**src/rtl/ppi_pkg.sv**
```systemverilog
// Shared definitions for the PPI bus controller: FSM encoding, port selects,
// control-word layout and the phase-length helper.
package ppi_pkg;

   typedef enum logic [1:0] {
      ST_IDLE   = 2'd0,
      ST_SETUP  = 2'd1,
      ST_STROBE = 2'd2,
      ST_HOLD   = 2'd3
   } ppi_state_e;

   localparam logic [1:0] PORT_A    = 2'd0;
   localparam logic [1:0] PORT_B    = 2'd1;
   localparam logic [1:0] PORT_C    = 2'd2;
   localparam logic [1:0] PORT_CTRL = 2'd3;

   localparam int CTRL_MODE_BIT = 7;

   // The timer counts down to zero, so a phase of N cycles loads N-1.
   function automatic logic [3:0] phase_load(input int unsigned cycles);
      return 4'(cycles - 1);
   endfunction

endpackage

```
**src/rtl/ppi_cycle_timer.sv**
```systemverilog
// Loadable 4-bit down-counter; done is high while the count sits at zero.
module ppi_cycle_timer (
   input  logic       Clk,
   input  logic       Reset,
   input  logic       load,
   input  logic [3:0] load_value,
   output logic       done
);

   logic [3:0] count;

   always_ff @(posedge Clk) begin
      if (Reset) begin
         count <= 4'd0;
      end else if (load) begin
         count <= load_value;
      end else if (count != 4'd0) begin
         count <= count - 4'd1;
      end
   end

   assign done = (count == 4'd0);

endmodule

```
**src/rtl/ppi_bus_ctrl.sv**
```systemverilog
// Request/response front end driving an 8255-style PPI with setup/strobe/hold phases.
// Define PPI_BUS_CTRL_SHADOW_EN to keep a shadow copy of the last control-register write.
module ppi_bus_ctrl
   import ppi_pkg::*;
#(
   parameter int unsigned SETUP_CYC  = 1,
   parameter int unsigned STROBE_CYC = 2,
   parameter int unsigned HOLD_CYC   = 1
) (
   input  logic       Clk,
   input  logic       Reset,
   input  logic       req_valid,
   output logic       req_ready,
   input  logic       req_write,
   input  logic [1:0] req_sel,
   input  logic [7:0] req_wdata,
   output logic       rsp_valid,
   output logic [7:0] rsp_rdata,
   output logic [7:0] ppi_data_o,
   output logic       ppi_data_oe,
   input  logic [7:0] ppi_data_i,
   output logic       CS_low,
   output logic       RD_low,
   output logic       WR_low,
   output logic [1:0] PortSelect,
   output logic [7:0] ctrl_shadow
);

   ppi_state_e state, next_state;

   logic       accept;
   logic       txn_write;
   logic [1:0] txn_sel;
   logic [7:0] txn_wdata;
   logic       cur_write;
   logic [1:0] cur_sel;
   logic [7:0] cur_wdata;
   logic       timer_load;
   logic [3:0] timer_value;
   logic       timer_done;
   logic       txn_done;
   logic [7:0] rd_capture;

   logic       cs_low_d;
   logic       rd_low_d;
   logic       wr_low_d;
   logic       oe_d;
   logic [1:0] sel_d;
   logic [7:0] data_d;

   assign accept   = req_valid & req_ready;
   assign txn_done = (state == ST_HOLD) && timer_done;

   // On the accept edge the request fields are not yet latched, so outputs use the live inputs.
   assign cur_write = accept ? req_write : txn_write;
   assign cur_sel   = accept ? req_sel   : txn_sel;
   assign cur_wdata = accept ? req_wdata : txn_wdata;

   ppi_cycle_timer u_timer (
      .Clk        (Clk),
      .Reset      (Reset),
      .load       (timer_load),
      .load_value (timer_value),
      .done       (timer_done)
   );

   always_ff @(posedge Clk) begin
      if (Reset) begin
         state     <= ST_IDLE;
         txn_write <= 1'b0;
         txn_sel   <= PORT_A;
         txn_wdata <= 8'h00;
      end else begin
         state <= next_state;
         if (accept) begin
            txn_write <= req_write;
            txn_sel   <= req_sel;
            txn_wdata <= req_wdata;
         end
      end
   end

   always_comb begin
      next_state  = state;
      timer_load  = 1'b0;
      timer_value = 4'd0;
      case (state)
         ST_IDLE: begin
            if (accept) begin
               next_state  = ST_SETUP;
               timer_load  = 1'b1;
               timer_value = phase_load(SETUP_CYC);
            end
         end
         ST_SETUP: begin
            if (timer_done) begin
               next_state  = ST_STROBE;
               timer_load  = 1'b1;
               timer_value = phase_load(STROBE_CYC);
            end
         end
         ST_STROBE: begin
            if (timer_done) begin
               next_state  = ST_HOLD;
               timer_load  = 1'b1;
               timer_value = phase_load(HOLD_CYC);
            end
         end
         ST_HOLD: begin
            if (timer_done) begin
               next_state = ST_IDLE;
            end
         end
         default: next_state = ST_IDLE;
      endcase
   end

   // Pin values for the coming cycle; a control-register read stays off the bus entirely.
   always_comb begin
      cs_low_d = 1'b1;
      rd_low_d = 1'b1;
      wr_low_d = 1'b1;
      oe_d     = 1'b0;
      sel_d    = PORT_A;
      data_d   = 8'h00;
      if (next_state != ST_IDLE) begin
         sel_d    = cur_sel;
         cs_low_d = !cur_write && (cur_sel == PORT_CTRL);
         if (cur_write) begin
            oe_d     = 1'b1;
            data_d   = cur_wdata;
            wr_low_d = (next_state != ST_STROBE);
         end else if (cur_sel != PORT_CTRL) begin
            rd_low_d = (next_state != ST_STROBE);
         end
      end
   end

   always_ff @(posedge Clk) begin
      if (Reset) begin
         CS_low      <= 1'b1;
         RD_low      <= 1'b1;
         WR_low      <= 1'b1;
         PortSelect  <= PORT_A;
         ppi_data_oe <= 1'b0;
         ppi_data_o  <= 8'h00;
         req_ready   <= 1'b0;
         rsp_valid   <= 1'b0;
      end else begin
         CS_low      <= cs_low_d;
         RD_low      <= rd_low_d;
         WR_low      <= wr_low_d;
         PortSelect  <= sel_d;
         ppi_data_oe <= oe_d;
         ppi_data_o  <= data_d;
         req_ready   <= (next_state == ST_IDLE);
         rsp_valid   <= txn_done;
      end
   end

   // Read data is sampled as the strobe ends but only published when the cycle completes.
   always_ff @(posedge Clk) begin
      if (Reset) begin
         rd_capture <= 8'h00;
         rsp_rdata  <= 8'h00;
      end else begin
         if ((state == ST_STROBE) && timer_done) begin
            rd_capture <= (txn_sel == PORT_CTRL) ? 8'h00 : ppi_data_i;
         end
         if (txn_done && !txn_write) begin
            rsp_rdata <= rd_capture;
         end
      end
   end

`ifdef PPI_BUS_CTRL_SHADOW_EN
   logic [7:0] shadow_q;

   always_ff @(posedge Clk) begin
      if (Reset) begin
         shadow_q <= 8'h00;
      end else if (txn_done && txn_write && (txn_sel == PORT_CTRL)) begin
         shadow_q <= txn_wdata;
      end
   end

   assign ctrl_shadow = shadow_q;
`else
   assign ctrl_shadow = 8'h00;
`endif

endmodule
```
**config.mk**
```make
export PLATFORM = sky130hd
export DESIGN_NAME = ppi_bus_ctrl
export DESIGN_NICKNAME = d
export VERILOG_FILES = /design/src/rtl/ppi_pkg.sv /design/src/rtl/ppi_cycle_timer.sv /design/src/rtl/ppi_bus_ctrl.sv
export SDC_FILE = /design/constraint.sdc
export NUM_CORES = 1
export LEC_CHECK = 0
export ABC_CLOCK_PERIOD_IN_PS = 5600
export CORE_ASPECT_RATIO = 1.2
export CORE_MARGIN = 3
export CORE_UTILIZATION = 34
export CTS_CLUSTER_DIAMETER = 150
export DETAILED_ROUTE_END_ITERATION = 8
export HOLD_SLACK_MARGIN = 0.1
export PLACE_DENSITY = 0.65
export SLEW_MARGIN = 25
export SYNTH_ARGS = -nofsm -noshare
export SYNTH_HDL_FRONTEND = slang
export SYNTH_SLANG_ARGS = --single-unit
```
**constraint.sdc**
```tcl
create_clock -name Clk -period 5.6 [get_ports Clk]
set_input_delay 1.12 -clock Clk [delete_from_list [all_inputs] [get_ports Clk]]
set_output_delay 1.12 -clock Clk [all_outputs]
set_load 0.03 [all_outputs]
```
==> results of run 1 <==
==> critical path: stages <==
cell	delay [ps]
clkdlybuf4s50_1	500
and2_1	650
mux2i_1	910
o211ai_1	160
or4b_1	510
==> final cells by class <==
type	instances	area (sq um)
Tap cell	62	77.6
Sequential cell	49	981
Timing Repair Buffer	47	465
Clock buffer	7	86.3
Fill cell	507	2910
Inverter	4	15.0
Multi-Input combinational cell	134	867
==> logic make-up after synthesis <==
logic type      Yosys count
flops                    49
other cells               1
fa+ha+maj                 7
compound gates           22
xor+xnor                  2
simple gates             75
buf+inv                  23
mux                      20
==> per-layer routing <==
metal / wire [microns] / vias up / GRT usage, %
met4: 58 / 0 / 4.37
met1: 1800 / 687 / 15.2
met2: 1880 / 36 / 22.1
li1: - / 754 / -
met3: 136 / 4 / 3.07
met5: 0 / - / 0
==> how the worst max path moves through the flow <==
stage | cells past startpoint | from | slack (ps) | endpoint
2_1_floorplan | 5 | req_valid | 3180 | RD_low
3_3_place_gp | 5 | req_valid | 1670 | RD_low
3_5_place_dp | 5 | req_valid | 1610 | RD_low
4_1_cts | 5 | req_valid | 1910 | RD_low
5_1_grt | 5 | req_valid | 1780 | RD_low
6_report | 5 | req_valid | 1910 | RD_low
==> sequential cells by signal (all words and copies together), names as in the netlist, 2 cells and up <==
signal / cells
u_timer.count: 4
rsp_rdata: 8
rd_capture: 8
ppi_data_o: 8
state: 2
txn_sel: 2
txn_wdata: 8
PortSelect: 2
==> placed cells by master (no fill, tap or decap), types with 2 or more instances in the layout <==
cell type / Yosys / final
xnor2_1: 2 / 2
a21oi_1: 10 / 10
nor2_1: 28 / 28
nor3_1: 5 / 5
o31ai_1: 2 / 2
nand2_1: 12 / 12
dfxtp_1: 49 / 49
clkbuf_8: 0 / 6
buf_4: 8 / 2
conb_1: 1 / 8
a211oi_1: 2 / 2
inv_1: 4 / 4
or4b_1: 2 / 2
ha_1: 7 / 7
mux2i_1: 19 / 19
clkdlybuf4s50_1: 0 / 45
nand3_1: 10 / 10
and2_1: 2 / 2
nor4_1: 8 / 8
==> synthesized netlist by cell type (all sizes together) (3+ instances only) <==
cell / instances
inv: 4
a211oi: 3
clkbuf: 8
nand3: 10
dfxtp: 49
mux2i: 19
nand2: 12
nor2: 28
buf: 11
nor4: 8
ha: 7
nor3: 5
a21oi: 10
==> per-stage QoR <==
stage / utilization, % / instance area [sq um] / setup slack (ps)
floorplan: - / 1970 / 3180
global placement: 44.5 / 2410 / 1670
detailed placement: 44.5 / 2410 / 1610
CTS: 46.1 / 2490 / 1910
global route: 46.1 / 2490 / 1780
finish: 46.1 / 2490 / 1910
==> power by group through the flow <==
stage	Clock, mW	Sequential, mW	Combinational [mW]
after floorplan	0	0.455	0.278
after global placement	0	0.437	0.383
after detailed placement	0	0.438	0.387
after CTS	0.208	0.430	0.388
after global routing	0.221	0.436	0.433
final	0.202	0.430	0.385
==> metrics.md, run 1 <==
| Metric | Value |
|---|---|
| Reg-to-Reg End | RD_low |
| Max-slew violations | 0 |
| Ant diodes | 0 |
| Non-filler cells, final | 303 |
| Post-synth EDFFs | 0 |
| Hold path endpoint | rd_capture[4] |
| Final hold viol count | 0 |
| Clock Path Buffers | 2 |
| Synth Cell Area | 1940 sq um |
| Initial Util | 35.9% |
| TritonCTS clock tree | built |
| Max frequency | 271 MHz |
| # Post-CTS Setup Buffers | 0 |
| Pint | 652 uW |
| Clock Latency Late Sink | 290 ps |
| Sink Count | 49 |
| Share of the synthesized area in the top cell type | 50.5% |
| FP Rows | 29 |
| Synthesized instance count | 199 |
| Worst-Margin Slew | 999 ps |
| Die H | 88.8 microns |
| Sw Share | 35.9% |
| Area contributors post-synth | dfxtp_1, mux2i_1, nor2_1 |
| Mux contribution to synthesized area | 10.4% |
| Clk pwr share | 19.9% |
| Ys flop type | dfxtp_1 |
| PwrDens | 408 nW/um^2 |
| Leak | 0.901 nW |
| Largest family of logic cells by synthesized area | simple AND/OR/NAND/NOR gates |
| Sequential-to-total area share from yosys stat | 50.5% |
| Clk pin slew, worst setup/hold paths | 80 ps |
| Async S/R FF share, synth | 0% |
| Drt first-iter violations | 37 |
| Clock Root Buffer | clkbuf_8 |
| RSZ-0062 raised after global routing | false |
| Flop pwr share | 42.3% |
| Worst rel slew slack | 31.5% |
| R2r setup slk | 2860 ps |
| CTS Hold Bufs | 0 |
| Core area | 5410 sq um |
| Port Buf Inserts | 45 |
| Post-route minimum period | 3690 ps |
| Crit path required time | 5770 ps |
| Initial antenna violation count | 0 |
| Worst Setup End Kind | flop |
| R2R depth | 4 |
| Avg Vias per Cell | 4.89 |
| First-pass GRT wire length | 6550 microns |
| Worst r2r src | req_ready |
| Dpl cells | 296 |
| Adder-Cell Fraction of Synth Area | 4.51% |
| Final hold slack | 457 ps |
| Vias | 1,481 |
| Yosys reg bits | 49 |
| DP Wirelength | 2780 microns |
| Area grow syn2layout | 28.4% |
| Post-Syn Area per Cell | 9.76 sq um |
| Routed wire length | 3880 microns |
| Worst-path maximum fanout | 16 |
| Peak supply drop | 0.177 mV |
| Final clock skew | 9.61 ps |
| Post-DRT Antenna Nets | 0 |
| CTS resizes | 0 |
| Comb power frac | 37.9% |
| Status | completed |
| Chip width | 75.0 microns |
| GP Congestion | 0.755 |
| CTS buffer count | 5 |
| Crit Path Class | in2reg |
| WHS Path Cells | 2 |
| Worst hold start | rd_capture[4] |
| H-tree levels | 2 |
| Hold WC Path Type | reg2reg |
| Post-Synth Simple-Gate Area | 19.6% |
| Sum Neg Setup Slack | 0 ps |
| Pwr Total | 1.02 mW |
| Vias in the first global route | 1,444 |
| Setup violations, final | 0 |
| Routed len/inst | 12.8 microns |
| Synth Area in XOR/XNOR | 0.902% |
| Die ar. | 6660 sq um |
| Layout cell share with drive strength beyond 1 | 5.81% |
| Largest net degree at the start of global routing | 49 |
| DRC violations left | 0 |
| Grt total ovfl | 0 |
| Synth area leader | dfxtp_1 |
| Critical path data arrival time | 3860 ps |
| Setup crit start kind | input pin |
| Distinct cells, synth | 36 |
| Boundary Pins | 54 |
| Post-synthesis compound-gate area fraction | 7.73% |
| Synth Warn # | 0 |
| # Max-Cap Violations | 0 |
| Drt first pass iters | 4 |
| All-Layer GR Usage | 12.8% |
| Net Switching | 364 uW |
| Final nets | 270 |
| Period utilization | 65.9% |
Note: power is estimated with default switching activity, not from simulation.
==> inputs of run 2 (changes only) <==
--- a/config.mk
+++ b/config.mk
@@ -5,7 +5,7 @@
 export SDC_FILE = /design/constraint.sdc
 export NUM_CORES = 1
 export LEC_CHECK = 0
-export ABC_CLOCK_PERIOD_IN_PS = 5600
+export ABC_CLOCK_PERIOD_IN_PS = 3750
 export CORE_ASPECT_RATIO = 1.2
 export CORE_MARGIN = 3
 export CORE_UTILIZATION = 34
==> constraint.sdc (replaced) <==
create_clock -name Clk -period 3.75 [get_ports Clk]
set_input_delay 0.75 -clock Clk [delete_from_list [all_inputs] [get_ports Clk]]
set_output_delay 0.75 -clock Clk [all_outputs]
set_load 0.03 [all_outputs]
==> metrics.md, run 2 (same netlist as run 1, synthesis figures left out) <==
| Metric | Value |
|---|---|
| Status | completed (unchanged) |
| First-pass GRT wire length | 6800 microns (was 6550 microns) |
| Final clock skew | 5.79 ps (was 9.61 ps) |
| Worst Setup End Kind | flop (unchanged) |
| Worst-Margin Slew | 711 ps (was 999 ps) |
| Drt first pass iters | 6 (was 4) |
| RSZ-0062 raised after global routing | false (unchanged) |
| Sum Neg Setup Slack | 0 ps (unchanged) |
| Hold WC Path Type | reg2reg (unchanged) |
| DRC violations left | 0 (unchanged) |
| # Max-Cap Violations | 0 (unchanged) |
| Crit path required time | 3930 ps (was 5770 ps) |
| Dpl cell area | 2430 sq um (was 2410 sq um) |
| Final nets | 273 (was 270) |
| Routed wire length | 3980 microns (was 3880 microns) |
| Sink Count | 49 (unchanged) |
| Post-route minimum period | 2440 ps |
| CTS resizes | 0 (unchanged) |
| Routed len/inst | 13.0 microns (was 12.8 microns) |
| CTS buffer count | 5 (unchanged) |
| Non-filler cells, final | 307 (was 303) |
| Worst r2r src | u_timer.count[0] (was req_ready) |
| Crit Path Class | in2reg (unchanged) |
| Clk pin slew, worst setup/hold paths | 90 ps (was 80 ps) |
| Initial antenna violation count | 0 (unchanged) |
| Chip width | 75.0 microns (unchanged) |
| Clock Root Buffer | clkbuf_8 (unchanged) |
| Leak | 0.939 nW (was 0.901 nW) |
| Commonest non-fill, non-tap cell in the layout | dfxtp_1 (unchanged) |
| Boundary Pins | 54 (unchanged) |
| Largest net degree at the start of global routing | 29 (was 49) |
| CTS Hold Bufs | 0 (unchanged) |
| R2r setup slk | 1590 ps (was 2860 ps) |
| Setup crit start | req_valid (unchanged) |
| All-Layer GR Usage | 12.9% (was 12.8%) |
| Clock Path Buffers | 2 (unchanged) |
| DP Wirelength | 2870 microns (was 2780 microns) |
| Peak supply drop | 0.377 mV (was 0.177 mV) |
| GP Congestion | 0.773 (was 0.755) |
| TritonCTS clock tree | built (unchanged) |
| Worst hold start | rd_capture[6] (was rd_capture[4]) |
| Setup violations, final | 0 (unchanged) |
| Area grow syn2layout | 32.0% (was 28.4%) |
| Fin area | 2560 sq um (was 2490 sq um) |
| Grt total ovfl | 0 (unchanged) |
| Die ar. | 6660 sq um (unchanged) |
| Most frequent cells in the layout | dfxtp_1, clkdlybuf4s50_1, nor2_1 (unchanged) |
| Setup crit start kind | input pin (unchanged) |
| Worst rel slew slack | 52.4% (was 31.5%) |
| PwrDens | 655 nW/um^2 (was 408 nW/um^2) |
| Core area | 5410 sq um (unchanged) |
| Period utilization | 65.1% |
| Critical path data arrival time | 2610 ps (was 3860 ps) |
| Layout cell share with drive strength beyond 1 | 7.76% (was 5.81%) |
| Met3 usage | 2.61% (was 3.07%) |
| Port Buf Inserts | 45 (unchanged) |
| Initial Util | 35.9% (unchanged) |
| Pwr Total | 1.68 mW (was 1.02 mW) |
| Vias in the first global route | 1,519 (was 1,444) |
| Drt first-iter violations | 66 (was 37) |
| Ant diodes | 0 (unchanged) |
| Clock Latency Late Sink | 300 ps (was 290 ps) |
| Max-slew violations | 0 (unchanged) |
| Die H | 88.8 microns (unchanged) |
| # Post-CTS Setup Buffers | 0 (unchanged) |
| Max frequency | 410 MHz |
| FP Rows | 29 (unchanged) |
| Post-DRT Antenna Nets | 0 (unchanged) |
| Avg Vias per Cell | 4.92 (was 4.89) |
| Worst-path maximum fanout | 16 (unchanged) |
| Met1 usage | 16.3% (was 15.2%) |
| Final hold viol count | 0 (unchanged) |
| Vias | 1,509 (was 1,481) |
| M2 GR Usage | 21.6% (was 22.1%) |
| Gr busiest metal | met2 (unchanged) |
| Dpl cells | 299 (was 296) |
| H-tree levels | 2 (unchanged) |
## run 2: changes by cell type in the layout (fill, tap and decap cells not counted), sizes merged
| cell | previous run | this run |
|---|---|---|
| clkinv | 0 | 1 |
| buf | 2 | 5 |
| clkbuf | 7 | 5 |
| bufinv | 0 | 2 |
## run 2: report_power, final
| group | switching (mW) | internal (mW) | total [mW] |
|---|---|---|---|
| Clock | 0.173 | 0.265 | 0.438 |
| Combinational | 0.344 | 0.256 | 0.600 |
| Sequential | 0.0496 | 0.591 | 0.640 |
## run 2: area by class of cell
cell class / instances / area, sq um
Clock buffer: 5 / 68.8
Clock inverter: 3 / 65.1
Fill cell: 507 / 2840
Inverter: 4 / 15.0
Multi-Input combinational cell: 134 / 867
Sequential cell: 49 / 981
Tap cell: 62 / 77.6
Timing Repair Buffer: 50 / 488
## run 2: worst max-delay path, cell delays in order
cell and delay (ps):
clkdlybuf4s50_1 500, and2_1 140, buf_4 250, mux2i_1 210
buf_4 210, o211ai_1 100, or4b_1 460
## run 2: stage by stage
| stage | utilization (%) | worst slack (ps) | hold slack, ps |
|---|---|---|---|
| 5_1_grt | 47.4 | 1210 | 486 |
| 4_1_cts | 47.4 | 1300 | 461 |
| 3_5_place_dp | 44.9 | 1000 | 447 |
| 2_1_floorplan | - | 1700 | 432 |
| 6_report | 47.4 | 1310 | 459 |
| 3_3_place_gp | 44.9 | 1030 | 439 |
## run 2: path summary, 6_finish.rpt
path / cells after the start / endpoint
hold / removal: 2 / rd_capture[6]
hold reg to reg: 2 / rd_capture[6]
setup / recovery: 7 / RD_low
setup reg to reg: 6 / WR_low
## run 2: per-layer routing
| metal | vias up | wire length [microns] | share of wire [%] |
|---|---|---|---|
| met1 | 713 | 1840 | 46 |
| li1 | 764 | - | - |
| met3 | 5 | 126 | 3.2 |
| met4 | 0 | 55 | 1.4 |
| met2 | 27 | 1960 | 49 |
| met5 | - | 0 | 0 |
==> inputs of run 3 (changes only) <==
--- a/config.mk
+++ b/config.mk
@@ -5,7 +5,7 @@
 export SDC_FILE = /design/constraint.sdc
 export NUM_CORES = 1
 export LEC_CHECK = 0
-export ABC_CLOCK_PERIOD_IN_PS = 3750
+export ABC_CLOCK_PERIOD_IN_PS = 2450
 export CORE_ASPECT_RATIO = 1.2
 export CORE_MARGIN = 3
 export CORE_UTILIZATION = 34
==> constraint.sdc (replaced) <==
create_clock -name Clk -period 2.45 [get_ports Clk]
set_input_delay 0.49 -clock Clk [delete_from_list [all_inputs] [get_ports Clk]]
set_output_delay 0.49 -clock Clk [all_outputs]
set_load 0.03 [all_outputs]
==> metrics.md, run 3 (same netlist as run 1, synthesis figures left out) <==
| Metric | Value |
|---|---|
| FP Rows | 29 (unchanged) |
| Worst Setup End Kind | flop (unchanged) |
| Peak supply drop | 0.369 mV (was 0.377 mV) |
| Routed len/inst | 13.0 microns (about the same) |
| CTS buffer count | 5 (unchanged) |
| Drt first pass iters | 4 (was 6) |
| Max frequency | 466 MHz |
| Avg Vias per Cell | 4.73 (was 4.92) |
| Fin area | 2550 sq um (was 2560 sq um) |
| Area grow syn2layout | 31.2% (was 32.0%) |
| DRC violations left | 0 (unchanged) |
| Hold WC Path Type | reg2reg (unchanged) |
| Layout cell share with drive strength beyond 1 | 8.13% (was 7.76%) |
| Initial Util | 35.9% (unchanged) |
| H-tree levels | 2 (unchanged) |
| Drt first-iter violations | 60 (was 66) |
| Sum Neg Setup Slack | 0 ps (unchanged) |
| Post-route minimum period | 2150 ps |
| First-pass GRT wire length | 6500 microns (was 6800 microns) |
| Setup crit start kind | flop (was input pin) |
| Ant diodes | 0 (unchanged) |
| Clock Root Buffer | clkbuf_8 (unchanged) |
| Die H | 88.8 microns (unchanged) |
| Non-filler cells, final | 308 (was 307) |
| DP Wirelength | 2900 microns (was 2870 microns) |
| Final clock skew | 7.32 ps (was 5.79 ps) |
| Crit Path Class | reg2reg (was in2reg) |
| Core area | 5410 sq um (unchanged) |
| Sink Count | 49 (unchanged) |
| Leak | 0.934 nW (was 0.939 nW) |
| Clock Path Buffers | 2 (unchanged) |
| Grt total ovfl | 0 (unchanged) |
| Status | completed (unchanged) |
| CP delay by family, top | simple AND/OR/NAND/NOR gates (was buffers and inverters) |
| # Max-Cap Violations | 0 (unchanged) |
| Commonest non-fill, non-tap cell in the layout | dfxtp_1 (unchanged) |
| Final nets | 275 (was 273) |
| # Post-CTS Setup Buffers | 0 (unchanged) |
| Die ar. | 6660 sq um (unchanged) |
| Dpl cell area | 2440 sq um (was 2430 sq um) |
| Filler cell count | 504 (was 507) |
| Clk pin slew, worst setup/hold paths | 90 ps (about the same) |
| Crit path cell chain | inv_1 > ha_1 > or3b_4 > a211oi_2 > o31ai_1 > or4b_1 (was clkdlybuf4s50_1 > and2_1 > buf_4 > mux2i_1 > buf_4 > o211ai_1 > or4b_1) |
| Vias | 1,458 (was 1,509) |
| Boundary Pins | 54 (unchanged) |
| Period utilization | 87.7% |
| Largest net degree at the start of global routing | 28 (was 29) |
| Crit path required time | 2620 ps (was 3930 ps) |
| Dpl cells | 301 (was 299) |
| Vias in the first global route | 1,346 (was 1,519) |
| All-Layer GR Usage | 12.8% (was 12.9%) |
| GP Congestion | 0.755 (was 0.773) |
| Worst-path maximum fanout | 6 (was 16) |
| Slowest library cell on the worst path | or4b_1 (was clkdlybuf4s50_1) |
| TritonCTS clock tree | built (unchanged) |
| Pwr Total | 2.47 mW (was 1.68 mW) |
| Max-slew violations | 0 (unchanged) |
| Setup violations, final | 0 (unchanged) |
| PwrDens | 970 nW/um^2 (was 655 nW/um^2) |
| Critical path data arrival time | 2320 ps (was 2610 ps) |
| Chip width | 75.0 microns (unchanged) |
| CTS resizes | 0 (unchanged) |
| Routed wire length | 4000 microns (was 3980 microns) |
| Initial antenna violation count | 0 (unchanged) |
| Most frequent cells in the layout | dfxtp_1, clkdlybuf4s50_1, nor2_1 (unchanged) |
| Post-DRT Antenna Nets | 0 (unchanged) |
| RSZ-0062 raised after global routing | false (unchanged) |
| CTS Hold Bufs | 0 (unchanged) |
| Clock Latency Late Sink | 290 ps (was 300 ps) |
| Final hold viol count | 0 (unchanged) |
| Port Buf Inserts | 45 (unchanged) |
| CP max stage delay | 520 ps (was 500 ps) |
| Worst path bufs/invs | 1 (was 3) |
## run 3: cell types whose count changed in the layout (fill, tap and decap cells not counted), sizes merged
cell	before	now
bufinv	2	1
buf	5	7
## run 3: final cells by class
class | count | area (sq um) | share of cell area (%)
Clock buffer | 5 | 68.8 | 2.70
Inverter | 4 | 15.0 | 0.589
Timing Repair Buffer | 52 | 503 | 19.7
Multi-Input combinational cell | 134 | 867 | 34.0
Clock inverter | 2 | 35.0 | 1.38
Tap cell | 62 | 77.6 | 3.05
Sequential cell | 49 | 981 | 38.5
## run 3: worst paths after layout
check	to	depth (start not counted)	from	slack (ps)
hold / removal	rd_capture[0]	2	rd_capture[0]	460
setup / recovery	RD_low	6	u_timer.count[0]	300
hold reg to reg	rd_capture[0]	2	rd_capture[0]	460
setup reg to reg	RD_low	6	u_timer.count[0]	300
## run 3: worst register-to-register path, delay by kind of cell, from the launching register on
kind | cells | cell delay, ps
fa+ha+maj | 1 | 230
buf+inv | 1 | 80
compound gates | 2 | 440
simple gates | 2 | 960
flops | 1 | 320
## run 3: metrics by stage
step / hold WS (ps) / setup slack (ps) / utilization [%]
final: 457 / 302 / 47.1
after global routing: 477 / 185 / 47.1
after CTS: 459 / 294 / 47.1
after detailed placement: 447 / 167 / 45.2
after global placement: 441 / 204 / 45.2
after floorplan: 432 / 476 / -
## run 3: metal layers
layer  routed length, microns  up-vias  track usage (%)
met4                       86        0             4.85
met5                        0        -                0
met2                     1920       32             19.9
met1                     1830      653             17.0
li1                         -      766                -
met3                      157        7             2.95
## run 3: power breakdown
group | switching (mW) | internal (mW)
clock | 0.246 | 0.297
combinational | 0.535 | 0.412
sequential | 0.0782 | 0.904
total | 0.859 | 1.61
